$ cat src/rtl/input_conditioner_pkg.sv
// input_conditioner_pkg: shared constants and sizing helpers for the switch/button conditioner
package input_conditioner_pkg;

    localparam logic SW_IDLE    = 1'b0;
    localparam logic BTN_N_IDLE = 1'b1;

    function automatic int tick_div(input int clk_hz, input int tick_hz);
        return clk_hz / tick_hz;
    endfunction

    function automatic int cnt_w(input int ticks);
        return $clog2(ticks + 1);
    endfunction

endpackage

$ cat src/rtl/input_conditioner_debounce_bit.sv
// debounce_bit: two-flop synchroniser, tick-qualified stable level and registered edge pulses for one pad
module debounce_bit
    import input_conditioner_pkg::*;
#(
    parameter int   DEBOUNCE_TICKS = 10,
    parameter logic IDLE           = 1'b0,
    parameter logic INVERT         = 1'b0
) (
    input  logic clk_clk,
    input  logic reset_reset_n,
    input  logic tick,
    input  logic raw,
    output logic level,
    output logic rise,
    output logic fall
);

    localparam int CW = cnt_w(DEBOUNCE_TICKS);
    localparam logic [CW-1:0] LAST = CW'(DEBOUNCE_TICKS - 1);

    logic [1:0]    sync_q;
    logic [CW-1:0] cnt, cnt_d;
    logic          sync, accept, level_d;

    assign sync = sync_q[1] ^ INVERT;

    // any cycle where the input agrees with the stable level restarts qualification
    always_comb begin
        accept  = sync != level && tick && cnt == LAST;
        cnt_d   = (sync == level || accept) ? '0 : tick ? cnt + 1'b1 : cnt;
        level_d = accept ? sync : level;
    end

    always_ff @(posedge clk_clk) begin
        if (!reset_reset_n) begin
            sync_q <= {2{IDLE}};
            cnt    <= '0;
            level  <= 1'b0;
            rise   <= 1'b0;
            fall   <= 1'b0;
        end else begin
            sync_q <= {sync_q[0], raw};
            cnt    <= cnt_d;
            level  <= level_d;
            rise   <= level_d & ~level;
            fall   <= ~level_d & level;
        end
    end

endmodule

$ cat src/rtl/input_conditioner.sv
// input_conditioner: debounced switches/buttons with press/release pulses; INPUT_CONDITIONER_EVENT_LATCH_EN adds sticky press flags
module input_conditioner
    import input_conditioner_pkg::*;
#(
    parameter int NUM_SW         = 18,
    parameter int NUM_BTN        = 4,
    parameter int CLK_HZ         = 50000000,
    parameter int TICK_HZ        = 1000,
    parameter int DEBOUNCE_TICKS = 10
) (
    input  logic               clk_clk,
    input  logic               reset_reset_n,
    input  logic [NUM_SW-1:0]  sw_raw,
    input  logic [NUM_BTN-1:0] btn_raw_n,
    output logic [NUM_SW-1:0]  sw_export,
    output logic [NUM_BTN-1:0] btn_export,
    output logic [NUM_BTN-1:0] btn_press,
`ifdef INPUT_CONDITIONER_EVENT_LATCH_EN
    input  logic [NUM_BTN-1:0] btn_evt_clr,
    output logic [NUM_BTN-1:0] btn_evt,
`endif
    output logic [NUM_BTN-1:0] btn_release
);

    localparam int TICK_DIV = tick_div(CLK_HZ, TICK_HZ);
    localparam int PW       = $clog2(TICK_DIV);
    localparam int NB       = NUM_SW + NUM_BTN;

    logic [PW-1:0]     pcnt;
    logic              tick;
    logic [NB-1:0]     raw_all, level_all, rise_all, fall_all;
    logic [NUM_SW-1:0] sw_rise_unused, sw_fall_unused;

    assign tick = pcnt == PW'(TICK_DIV - 1);

    always_ff @(posedge clk_clk) begin
        if (!reset_reset_n)
            pcnt <= '0;
        else
            pcnt <= tick ? '0 : pcnt + 1'b1;
    end

    assign raw_all = {btn_raw_n, sw_raw};

    // switches occupy the low bits, active-low buttons the high bits
    for (genvar i = 0; i < NB; i++) begin : g_bit
        debounce_bit #(
            .DEBOUNCE_TICKS(DEBOUNCE_TICKS),
            .IDLE          (i < NUM_SW ? SW_IDLE : BTN_N_IDLE),
            .INVERT        (i >= NUM_SW)
        ) u_bit (
            .clk_clk      (clk_clk),
            .reset_reset_n(reset_reset_n),
            .tick         (tick),
            .raw          (raw_all[i]),
            .level        (level_all[i]),
            .rise         (rise_all[i]),
            .fall         (fall_all[i])
        );
    end

    assign sw_export      = level_all[NUM_SW-1:0];
    assign btn_export     = level_all[NUM_SW +: NUM_BTN];
    assign btn_press      = rise_all[NUM_SW +: NUM_BTN];
    assign btn_release    = fall_all[NUM_SW +: NUM_BTN];
    assign sw_rise_unused = rise_all[NUM_SW-1:0];
    assign sw_fall_unused = fall_all[NUM_SW-1:0];

`ifdef INPUT_CONDITIONER_EVENT_LATCH_EN
    always_ff @(posedge clk_clk) begin
        if (!reset_reset_n)
            btn_evt <= '0;
        else
            btn_evt <= btn_press | (btn_evt & ~btn_evt_clr);
    end
`endif

endmodule

$ cat config.mk
export PLATFORM = sky130hd
export DESIGN_NAME = input_conditioner
export DESIGN_NICKNAME = d
export VERILOG_FILES = /design/src/rtl/input_conditioner_pkg.sv /design/src/rtl/input_conditioner_debounce_bit.sv /design/src/rtl/input_conditioner.sv
export SDC_FILE = /design/constraint.sdc
export NUM_CORES = 1
export LEC_CHECK = 0
export ABC_CLOCK_PERIOD_IN_PS = 2200
export CAP_MARGIN = 10
export CORE_ASPECT_RATIO = 0.7
export CORE_UTILIZATION = 63
export DETAILED_ROUTE_END_ITERATION = 8
export DONT_BUFFER_PORTS = 1
export PLACE_DENSITY_LB_ADDON = 0.08
export SLEW_MARGIN = 15
export SYNTH_ARGS = -nofsm -noshare
export SYNTH_HDL_FRONTEND = slang
export SYNTH_SLANG_ARGS = --single-unit
export TNS_END_PERCENT = 10
$ cat constraint.sdc
create_clock -name clk_clk -period 2.2 [get_ports clk_clk]
set_input_delay 0.11 -clock clk_clk [delete_from_list [all_inputs] [get_ports clk_clk]]
set_output_delay 0.11 -clock clk_clk [all_outputs]
set_load 0.05 [all_outputs]
==> metrics, run 1 <==
clock latency on the worst-skew pair between 0.4 and 0.5 ns; Slew headroom between 60% and 70%; Tot GR Track Use about a quarter; DRT Wirelength around 16000 um; area of the mapped netlist around 0.0080 sq mm; Inst Count DP approximately 960; number of synthesized flops with an enable pin 0; Via density slightly below 6; final cell count without fillers between 1000 and 1500; final setup vio count 0; instance area at placement just over 0.008 sq mm; Core Area 0.0124 sq mm; die width 137 um; max cap viols 0; Final period util between 90% and 100%; drt drc 0; Pre-antenna DRT Iters 5; Design Area, Final 0.00892 sq mm; worst-path fanout max 23; Place WS approximately 0.10 ns; I/O pin cnt between 50 and 60; Clock transition at path regs around 0.070 ns; first-pass GRT wire length about 26000 um; postcts setup bufs 0; hpwl dp between 9000 and 10000 um; area of the multi-input gates approximately 0.0039 sq mm; Synth Net Count around 900; # nets final 907; Hold Vio Cnt, Final 0; CTS sink count approximately 180; CP required between 2 and 3 ns; commonest non-fill, non-tap cell in the layout dfxtp_1; HP Class in2reg; grt ovf 0; Area growth syn-to-layout 11.3%; Yosys warnings 0; largest net degree at the start of global routing approximately 120; clock root buffer clkbuf_16; most frequent cells in the layout dfxtp_1 (178), nor2_1 (54), ha_1 (45); row count 34; f_max about 500 MHz; Slew @ Worst Pin around 0.48 ns; worst vdd ir slightly above 0.6 mV; antenna-violating nets left 0; vias about 5900; Starting Density 64.5%; Power, Total between 6 and 7 mW; cell count after synthesis around 830; vias in the first global route roughly 5700; Main synth FF type dfxtp_1; Port Buffer Count 0; Crit. End Element register; final core utilization between 70% and 80%; Seq/Total Area, Yosys about 44%; deepest clock path buffer count 2; RSZ-0062 raised after global routing no; max-slew violations 0; Synth cell types 43; Synth async-reset ratio 0%; Die ar. roughly 0.013 sq mm; initial antenna violation count 0; fillcell total 906; CTS Buf Count 17; Seq cells post-synth 178; area fraction of the dominant cell type after synthesis 44.5%; Yosys top cell by area dfxtp_1; Setup crit start kind register; data arrival time of the worst path between 2 and 2.5 ns; Leakage Power between 3 and 4 nW; Fin Setup TNS 0 ns; DR WL/cell roughly 15 um; worst hold slack ~0.0093 ns; Setup CP Type reg2reg; TritonCTS clock tree built; Die Height 96.4 um; Mean Syn Cell Area approximately 9.6 sq um; antenna cell count 0; Final Wtd Congestion roughly 0.79; share of cells above drive strength 1 8.70%; min Tclk post-route roughly 2 ns; status finished clean; main area contributors after synthesis dfxtp_1 (44%), ha_1 (7.0%), xor2_1 (4.0%); initial drt markers 270; setup ws final 0.192 ns; skew final 0.00909 ns; pwr dens ~720 mW/mm^2; Reg area approximately 0.0036 sq mm; number of H-tree levels 4
-- flip-flops by register name (all words and copies together), names as in the netlist --
signal / count
g_bit.u_bit.cnt: 88
g_bit.u_bit.fall: 4
g_bit.u_bit.level: 22
g_bit.u_bit.rise: 4
g_bit.u_bit.sync_q: 44
pcnt: 16
-- Yosys cell counts, types with 3 or more instances --
library cell	number
a21boi_1	19
a211oi_1	18
xor2_1	37
buf_2	9
o21ai_0	21
nand2_1	39
buf_4	32
clkbuf_1	23
nand2b_1	8
inv_1	30
nand4b_1	22
a21boi_0	3
and2_1	36
a21oi_1	37
nor4_1	3
or3_1	31
and4b_1	4
o21ba_1	18
o211ai_1	36
or4_1	10
buf_6	3
nor3_1	6
ha_1	45
o21ai_1	10
nand3_1	32
nor3b_1	18
xnor2_1	14
o31ai_1	20
dfxtp_1	178
nor2_1	54
-- area by class of cell --
| class | count | share of cell area [%] |
|---|---|---|
| multi-input combinational | 558 | 44.2 |
| sequential | 178 | 39.9 |
| timing repair buffer | 53 | 5.72 |
| clock buffer | 18 | 4.92 |
| tap | 162 | 2.27 |
| clock inverter | 14 | 1.70 |
| inverter | 30 | 1.26 |
-- worst paths after layout --
path                             start                         to  slack, ns  cells after the start
min reg2reg  g_bit[20].u_bit.sync_q[0]  g_bit[20].u_bit.sync_q[1]       0.40                      1
max reg2reg                    pcnt[6]     g_bit[18].u_bit.cnt[2]       0.19                      5
min                      reset_reset_n                    pcnt[0]      0.009                      2
max                            pcnt[6]     g_bit[18].u_bit.cnt[2]       0.19                      5
-- repair_timing --
item / in CTS / in global routing
setup endpoints to repair: 0 / 17
endpoints found under the hold margin: 145 / 0
gates resized for setup: 0 / 1
hold buffers: 23 / 0
-- critical path: stages (launching register included) --
cell	delay, ns
dfxtp_1	0.46
nor4b_4	0.44
nand4_4	0.18
buf_12	0.20
or4_1	0.50
a21oi_1	0.16
-- where the power goes --
group | switching [mW] | internal, mW
clock | 1.30 | 1.72
sequential | 0.0213 | 3.26
combinational | 0.0731 | 0.0695
-- layer usage --
metal	GRT usage, %	wire [um]	part of all wire (%)
met2	42.9	7300	47
met1	31.0	7270	47
met3	6.42	792	5.1
met5	0	0	0
met4	8.97	210	1.3
-- cells by family after synthesis --
kind of cell	share of synthesized area (%)
adder cells (fa/ha/maj)	7.03
buffers and inverters	6.47
flip-flops	44.5
AND/OR/NAND/NOR	21.0
XOR/XNOR	5.58
AO/OA/AOI/OAI	15.5
No activity file was read; power rests on OpenSTA's default activity.
==> inputs of run 2 (changes only) <==
--- a/config.mk
+++ b/config.mk
@@ -12,6 +12,7 @@
 export DETAILED_ROUTE_END_ITERATION = 8
 export DONT_BUFFER_PORTS = 1
 export PLACE_DENSITY_LB_ADDON = 0.08
+export RECOVER_POWER = 50
 export SLEW_MARGIN = 15
 export SYNTH_ARGS = -nofsm -noshare
 export SYNTH_HDL_FRONTEND = slang
==> run 2 against run 1 <==
Effect of this change: register-to-register slack barely moved; count of clock-buffer cells in the layout unchanged; cell count stayed put; maximum frequency about the same; combinational power barely moved; critical path depth unchanged; die area unchanged; core utilization fell by 0.71 points; design area fell by 0.98%; clock power hardly changed; routed wire length decreased by 0.14%; via count down 0.37%.
==> metrics, run 2 (synthesis gave the netlist of run 1 again) <==
data arrival time of the worst path 2.36 ns (about the same); Power, Total 6.45 mW (about the same); Die ar. 0.0132 sq mm (unchanged); P_sw 1.40 mW (about the same); Port Buffer Count 0 (unchanged); max cap viols 0 (unchanged); Biggest register g_bit.u_bit.cnt (unchanged); sw frac 21.7% (about the same); Int Power 5.05 mW (about the same); commonest non-fill, non-tap cell in the layout dfxtp_1 (unchanged); Crit-path slowest cell or4_1 (unchanged); number of H-tree levels 4 (unchanged); CP required 2.55 ns (about the same); Place WS 0.100 ns (unchanged); Slew headroom 51.7% (was 67.8%); CP Launch Point pcnt[6] (unchanged); vias 5862 (was 5884); I/O pin cnt 54 (unchanged); Comb power frac 2.2% (about the same); Regs by FF count g_bit.u_bit.cnt (88), g_bit.u_bit.sync_q (44), g_bit.u_bit.level (22) (unchanged); Slew @ Worst Pin 0.724 ns (was 0.482 ns); # nets final 907 (unchanged); RSZ-0062 raised after global routing no (unchanged); clock latency on the worst-skew pair 0.42 ns (was 0.43 ns); die width 137 um (unchanged); DRT Wirelength 15600 um (about the same); Final Wtd Congestion 0.790 (unchanged); initial antenna violation count 0 (unchanged); Fin Setup TNS 0 ns (unchanged); share of cells above drive strength 1 5.99% (was 8.70%); Hold Vio Cnt, Final 0 (unchanged); skew final 0.00761 ns (was 0.00909 ns); Tot GR Track Use 25.2% (unchanged); delay-heaviest family, CP simple AND/OR/NAND/NOR gates (unchanged); worst-path fanout max 23 (unchanged); drt drc 0 (unchanged); first-pass GRT wire length 25900 um (unchanged); worst vdd ir 0.617 mV (was 0.618 mV); Flop pwr share 51.0% (was 50.9%); deepest clock path buffer count 2 (unchanged); clock root buffer clkbuf_16 (unchanged); initial drt markers 255 (was 270); largest net degree at the start of global routing 116 (unchanged); Leakage Power 3.39 nW (was 3.50 nW); grt ovf 0 (unchanged); final setup vio count 0 (unchanged); Clock power frac 46.9% (about the same); Pre-antenna DRT Iters 5 (unchanged); CP cell instances nor4b_4 > nand4_4 > buf_12 > or4_1 > a21oi_1 (unchanged); CTS Buf Count 17 (unchanged); Core Area 0.0124 sq mm (unchanged); max-slew violations 0 (unchanged); vias in the first global route 5686 (unchanged); Clock transition at path regs 0.07 ns (about the same); worst r2r src pcnt[6] (unchanged); Largest register FFs 88 (unchanged); antenna cell count 0 (unchanged); Setup crit start kind register (unchanged); CTS sink count 178 (unchanged); Via density 5.79 (was 5.81); Reg2Reg Depth 5 (unchanged); setup ws final 0.191 ns (was 0.192 ns); hpwl dp 9840 um (unchanged); Starting Density 64.5% (unchanged); Die Height 96.4 um (unchanged); flop2flop setup slack 0.19 ns (about the same); fillcell total 924 (was 906); TritonCTS clock tree built (unchanged); DR WL/cell 15.4 um (about the same); pwr dens 730 mW/mm^2 (was 723 mW/mm^2); most frequent cells in the layout dfxtp_1 (178), nor2_1 (54), ha_1 (45) (unchanged); CP bufs+invs 1 (unchanged); Area growth syn-to-layout 10.2% (was 11.3%); antenna-violating nets left 0 (unchanged); Final period util 91.3% (about the same); slowest stage delay, CP 0.50 ns (about the same); status finished clean (unchanged); WP depth 5 (unchanged); Crit. End Element register (unchanged); min Tclk post-route 2.01 ns (about the same); CP endpoint g_bit[18].u_bit.cnt[2] (unchanged); Worst R2R End g_bit[18].u_bit.cnt[2] (unchanged); f_max 498 MHz (about the same); Setup CP Type reg2reg (unchanged); HP Class in2reg (unchanged); row count 34 (unchanged); worst hold slack 0.0594 ns (was 0.00928 ns)
-- run 2: power by group through the flow --
stage          clock network (mW)  registers [mW]  logic (mW)
3_5_place_dp                    0            3.36      0.0780
2_1_floorplan                   0            3.35      0.0905
6_report                     3.02            3.28       0.141
5_1_grt                      3.22            3.29       0.158
3_3_place_gp                    0            3.36      0.0744
4_1_cts                      3.07            3.28       0.142
-- run 2: per-layer routing --
layer | vias up | global-route usage [%] | part of all wire, %
li1 | 2928 | - | -
met1 | 2808 | 31.0 | 47
met2 | 106 | 42.9 | 47
met3 | 20 | 6.42 | 4.4
met4 | 0 | 8.97 | 1.2
met5 | - | 0 | 0
-- run 2: stage by stage --
stage,util [%],std cells,area [sq um]
floorplan,-,833,8010
global placement,65.0,958,8080
detailed placement,65.0,958,8080
CTS,71.8,1013,8920
global route,71.1,1013,8830
finish,71.1,1013,8830
-- run 2: area by class of cell --
| cell class | instances | area, sq um | area share, % |
|---|---|---|---|
| inverter | 30 | 113 | 1.27 |
| sequential | 178 | 3560 | 40.3 |
| timing repair buffer | 53 | 425 | 4.82 |
| clock buffer | 18 | 439 | 4.97 |
| tap | 162 | 203 | 2.29 |
| multi-input combinational | 558 | 3940 | 44.6 |
| clock inverter | 14 | 151 | 1.71 |
-- run 2: how the worst min path moves through the flow --
stage,start,endpoint,depth (start not counted)
global route,reset_reset_n,g_bit[18].u_bit.sync_q[0],2
finish,reset_reset_n,g_bit[18].u_bit.sync_q[1],2
global placement,reset_reset_n,g_bit[19].u_bit.sync_q[0],1
CTS,reset_reset_n,pcnt[0],2
floorplan,btn_raw_n[0],g_bit[18].u_bit.sync_q[0],1
detailed placement,reset_reset_n,g_bit[19].u_bit.sync_q[0],1
-- run 2: worst register-to-register path, cell delays in order (launching register included) --
cell and delay (ns):
dfxtp_1 0.46, nor4b_4 0.44, nand4_4 0.18, buf_12 0.20, or4_1 0.50, a21oi_1 0.17
-- run 2: what timing repair did --
| action | 4_1_cts | 5_1_grt |
|---|---|---|
| gates resized for setup | 0 | 1 |
| setup endpoints to repair | 0 | 17 |
| endpoints found under the hold margin | 145 | 0 |
| hold buffers | 23 | 0 |
| setup buffers | 0 | 0 |
==> inputs of run 3 (changes only) <==
--- a/config.mk
+++ b/config.mk
@@ -5,10 +5,10 @@
 export SDC_FILE = /design/constraint.sdc
 export NUM_CORES = 1
 export LEC_CHECK = 0
-export ABC_CLOCK_PERIOD_IN_PS = 2200
+export ABC_CLOCK_PERIOD_IN_PS = 1600
 export CAP_MARGIN = 10
 export CORE_ASPECT_RATIO = 0.7
-export CORE_UTILIZATION = 63
+export CORE_UTILIZATION = 57
 export DETAILED_ROUTE_END_ITERATION = 8
 export DONT_BUFFER_PORTS = 1
 export PLACE_DENSITY_LB_ADDON = 0.08
==> constraint.sdc (replaced) <==
create_clock -name clk_clk -period 1.6 [get_ports clk_clk]
set_input_delay 0.08 -clock clk_clk [delete_from_list [all_inputs] [get_ports clk_clk]]
set_output_delay 0.08 -clock clk_clk [all_outputs]
set_load 0.05 [all_outputs]
==> run 3 against run 2 <==
Effect of this change: the flow now finishes with violations (setup timing); critical path type unchanged; combinational power rose by 110%; die area rose by 10%; hold slack got worse by 0.021 ns.
==> metrics, run 3 (synthesis gave the netlist of run 1 again) <==
worst hold slack 0.0388 ns (was 0.0594 ns); Setup crit start kind register (unchanged); Pre-antenna DRT Iters 5 (unchanged); Area growth syn-to-layout 30.6% (was 10.2%); Crit. End Element register (unchanged); Fin Setup TNS -9.39 ns (was 0 ns); Slew headroom 56.1% (was 51.7%); Biggest register g_bit.u_bit.cnt (unchanged); commonest non-fill, non-tap cell in the layout dfxtp_1 (unchanged); Final Wtd Congestion 0.806 (was 0.790); DR WL/cell 17.0 um (was 15.4 um); drt drc 0 (unchanged); status complete, but fails checks (was finished clean); skew final 0.0104 ns (was 0.00761 ns); failing checks setup timing; first-pass GRT wire length 30300 um (was 25900 um); RSZ-0062 raised after global routing yes (was no); DRT Wirelength 19700 um (was 15600 um); final setup vio count 109 (was 0); clock latency on the worst-skew pair 0.43 ns (was 0.42 ns); TritonCTS clock tree built (unchanged); CP cell instances and4bb_4 > nand4_4 > buf_12 > o211ai_1 > buf_4 > a211oi_1 (was nor4b_4 > nand4_4 > buf_12 > or4_1 > a21oi_1); Worst Hold Path EP g_bit[20].u_bit.rise (was g_bit[18].u_bit.sync_q[1]); Leakage Power 4.10 nW (was 3.39 nW); Port Buffer Count 0 (unchanged); hpwl dp 10500 um (was 9840 um); vias in the first global route 6443 (was 5686); WHS Path Cells 3 (was 2); delay-heaviest family, CP simple AND/OR/NAND/NOR gates (unchanged); largest net degree at the start of global routing 117 (was 116); fillcell total 870 (was 924); grt ovf 0 (unchanged); min Tclk post-route 1.79 ns (was 2.01 ns); number of H-tree levels 4 (unchanged); die width 144 um (was 137 um); max cap viols 0 (unchanged); CTS sink count 178 (unchanged); Hold Vio Cnt, Final 0 (unchanged); Power, Total 8.96 mW (was 6.45 mW); Largest register FFs 88 (unchanged); worst-path fanout max 23 (unchanged); data arrival time of the worst path 2.11 ns (was 2.36 ns); vias 6599 (was 5862); pwr dens 856 mW/mm^2 (was 730 mW/mm^2); initial antenna violation count 0 (unchanged); # nets final 1034 (was 907); antenna cell count 0 (unchanged); CP bufs+invs 2 (was 1); worst vdd ir 0.827 mV (was 0.617 mV); setup ws final -0.187 ns (was 0.191 ns); Die ar. 0.0145 sq mm (was 0.0132 sq mm); instance area at placement 0.00850 sq mm (was 0.00808 sq mm); Final period util 112% (was 91.3%); row count 35 (was 34); Worst R2R End g_bit[16].u_bit.cnt[1] (was g_bit[18].u_bit.cnt[2]); Core Area 0.0134 sq mm (was 0.0124 sq mm); Clock transition at path regs 0.07 ns (about the same); Design Area, Final 0.0105 sq mm (was 0.00883 sq mm); antenna-violating nets left 0 (unchanged); Crit-path slowest cell and4bb_4 (was or4_1); HP Class in2reg (unchanged); deepest clock path buffer count 2 (unchanged); Reg2Reg Depth 6 (was 5); Tot GR Track Use 26.4% (was 25.2%); Slew @ Worst Pin 0.659 ns (was 0.724 ns); f_max 560 MHz (was 498 MHz); CP required 1.93 ns (was 2.55 ns); I/O pin cnt 54 (unchanged); slowest stage delay, CP 0.39 ns (was 0.50 ns); Setup CP Type reg2reg (unchanged); worst r2r src pcnt[13] (was pcnt[6]); Place WS -0.261 ns (was 0.100 ns); flop2flop setup slack -0.19 ns (was 0.19 ns); initial drt markers 304 (was 255); Regs by FF count g_bit.u_bit.cnt (88), g_bit.u_bit.sync_q (44), g_bit.u_bit.level (22) (unchanged); Starting Density 59.6% (was 64.5%); max-slew violations 0 (unchanged); Via density 5.68 (was 5.79); share of cells above drive strength 1 19.3% (was 5.99%); hold path start reset_reset_n (unchanged); CTS Buf Count 17 (unchanged); Die Height 101 um (was 96.4 um); clock root buffer clkbuf_16 (unchanged); most frequent cells in the layout dfxtp_1 (171), dlygate4sd3_1 (83), buf_4 (65) (was dfxtp_1 (178), nor2_1 (54), ha_1 (45))
-- run 3: power breakdown --
part	internal (mW)	switching (mW)	total [mW]
registers	4.48	0.0297	4.51
logic	0.180	0.109	0.290
clock network	2.34	1.81	4.16
total	7.01	1.95	8.96
-- run 3: per-layer routing --
layer / wire length (um) / vias up / track usage [%]
met5: 0 / - / 0
met4: 433 / 0 / 10.9
met3: 831 / 36 / 4.68
met2: 9540 / 143 / 45.6
met1: 8930 / 3230 / 32.9
li1: - / 3190 / -
-- run 3: worst max path at each step --
stage / from / endpoint / cells past startpoint
final: pcnt[13] / g_bit[16].u_bit.cnt[1] / 6
after global routing: pcnt[10] / g_bit[5].u_bit.cnt[1] / 6
after CTS: pcnt[5] / g_bit[7].u_bit.cnt[1] / 6
after detailed placement: pcnt[4] / g_bit[7].u_bit.cnt[2] / 5
after global placement: pcnt[5] / g_bit[4].u_bit.cnt[3] / 5
after floorplan: pcnt[5] / pcnt[15] / 4
-- run 3: tightest hold or removal path, cell delays in order --
cell	delay (ns)
buf_16	0.19
nand3_2	0.11
nor3_2	0.04
-- run 3: layout make-up --
type	instances	area (sq um)	share of cell area, %
clock buffers	19	443	4.23
repair buffers	180	1760	16.8
multi-input cells	558	4210	40.2
inverters	30	113	1.08
well taps	185	231	2.21
flip-flops and latches	178	3580	34.2
clock inverters	11	129	1.23
-- run 3: repair_timing --
| action | 4_1_cts | 5_1_grt |
|---|---|---|
| pin swaps | 55 | 42 |
| hold buffers | 83 | 1 |
| resized for setup | 37 | 50 |
| endpoints found under the setup margin | 117 | 128 |
| cloned | 1 | 6 |
| setup buffers | 8 | 5 |
| endpoints found under the hold margin | 148 | 98 |
-- run 3: per-stage QoR --
stage	utilization, %	instances
after floorplan	-	833
after global placement	63.2	1027
after detailed placement	63.2	1027
after CTS	75.0	1149
after global routing	77.8	1161
final	77.8	1161
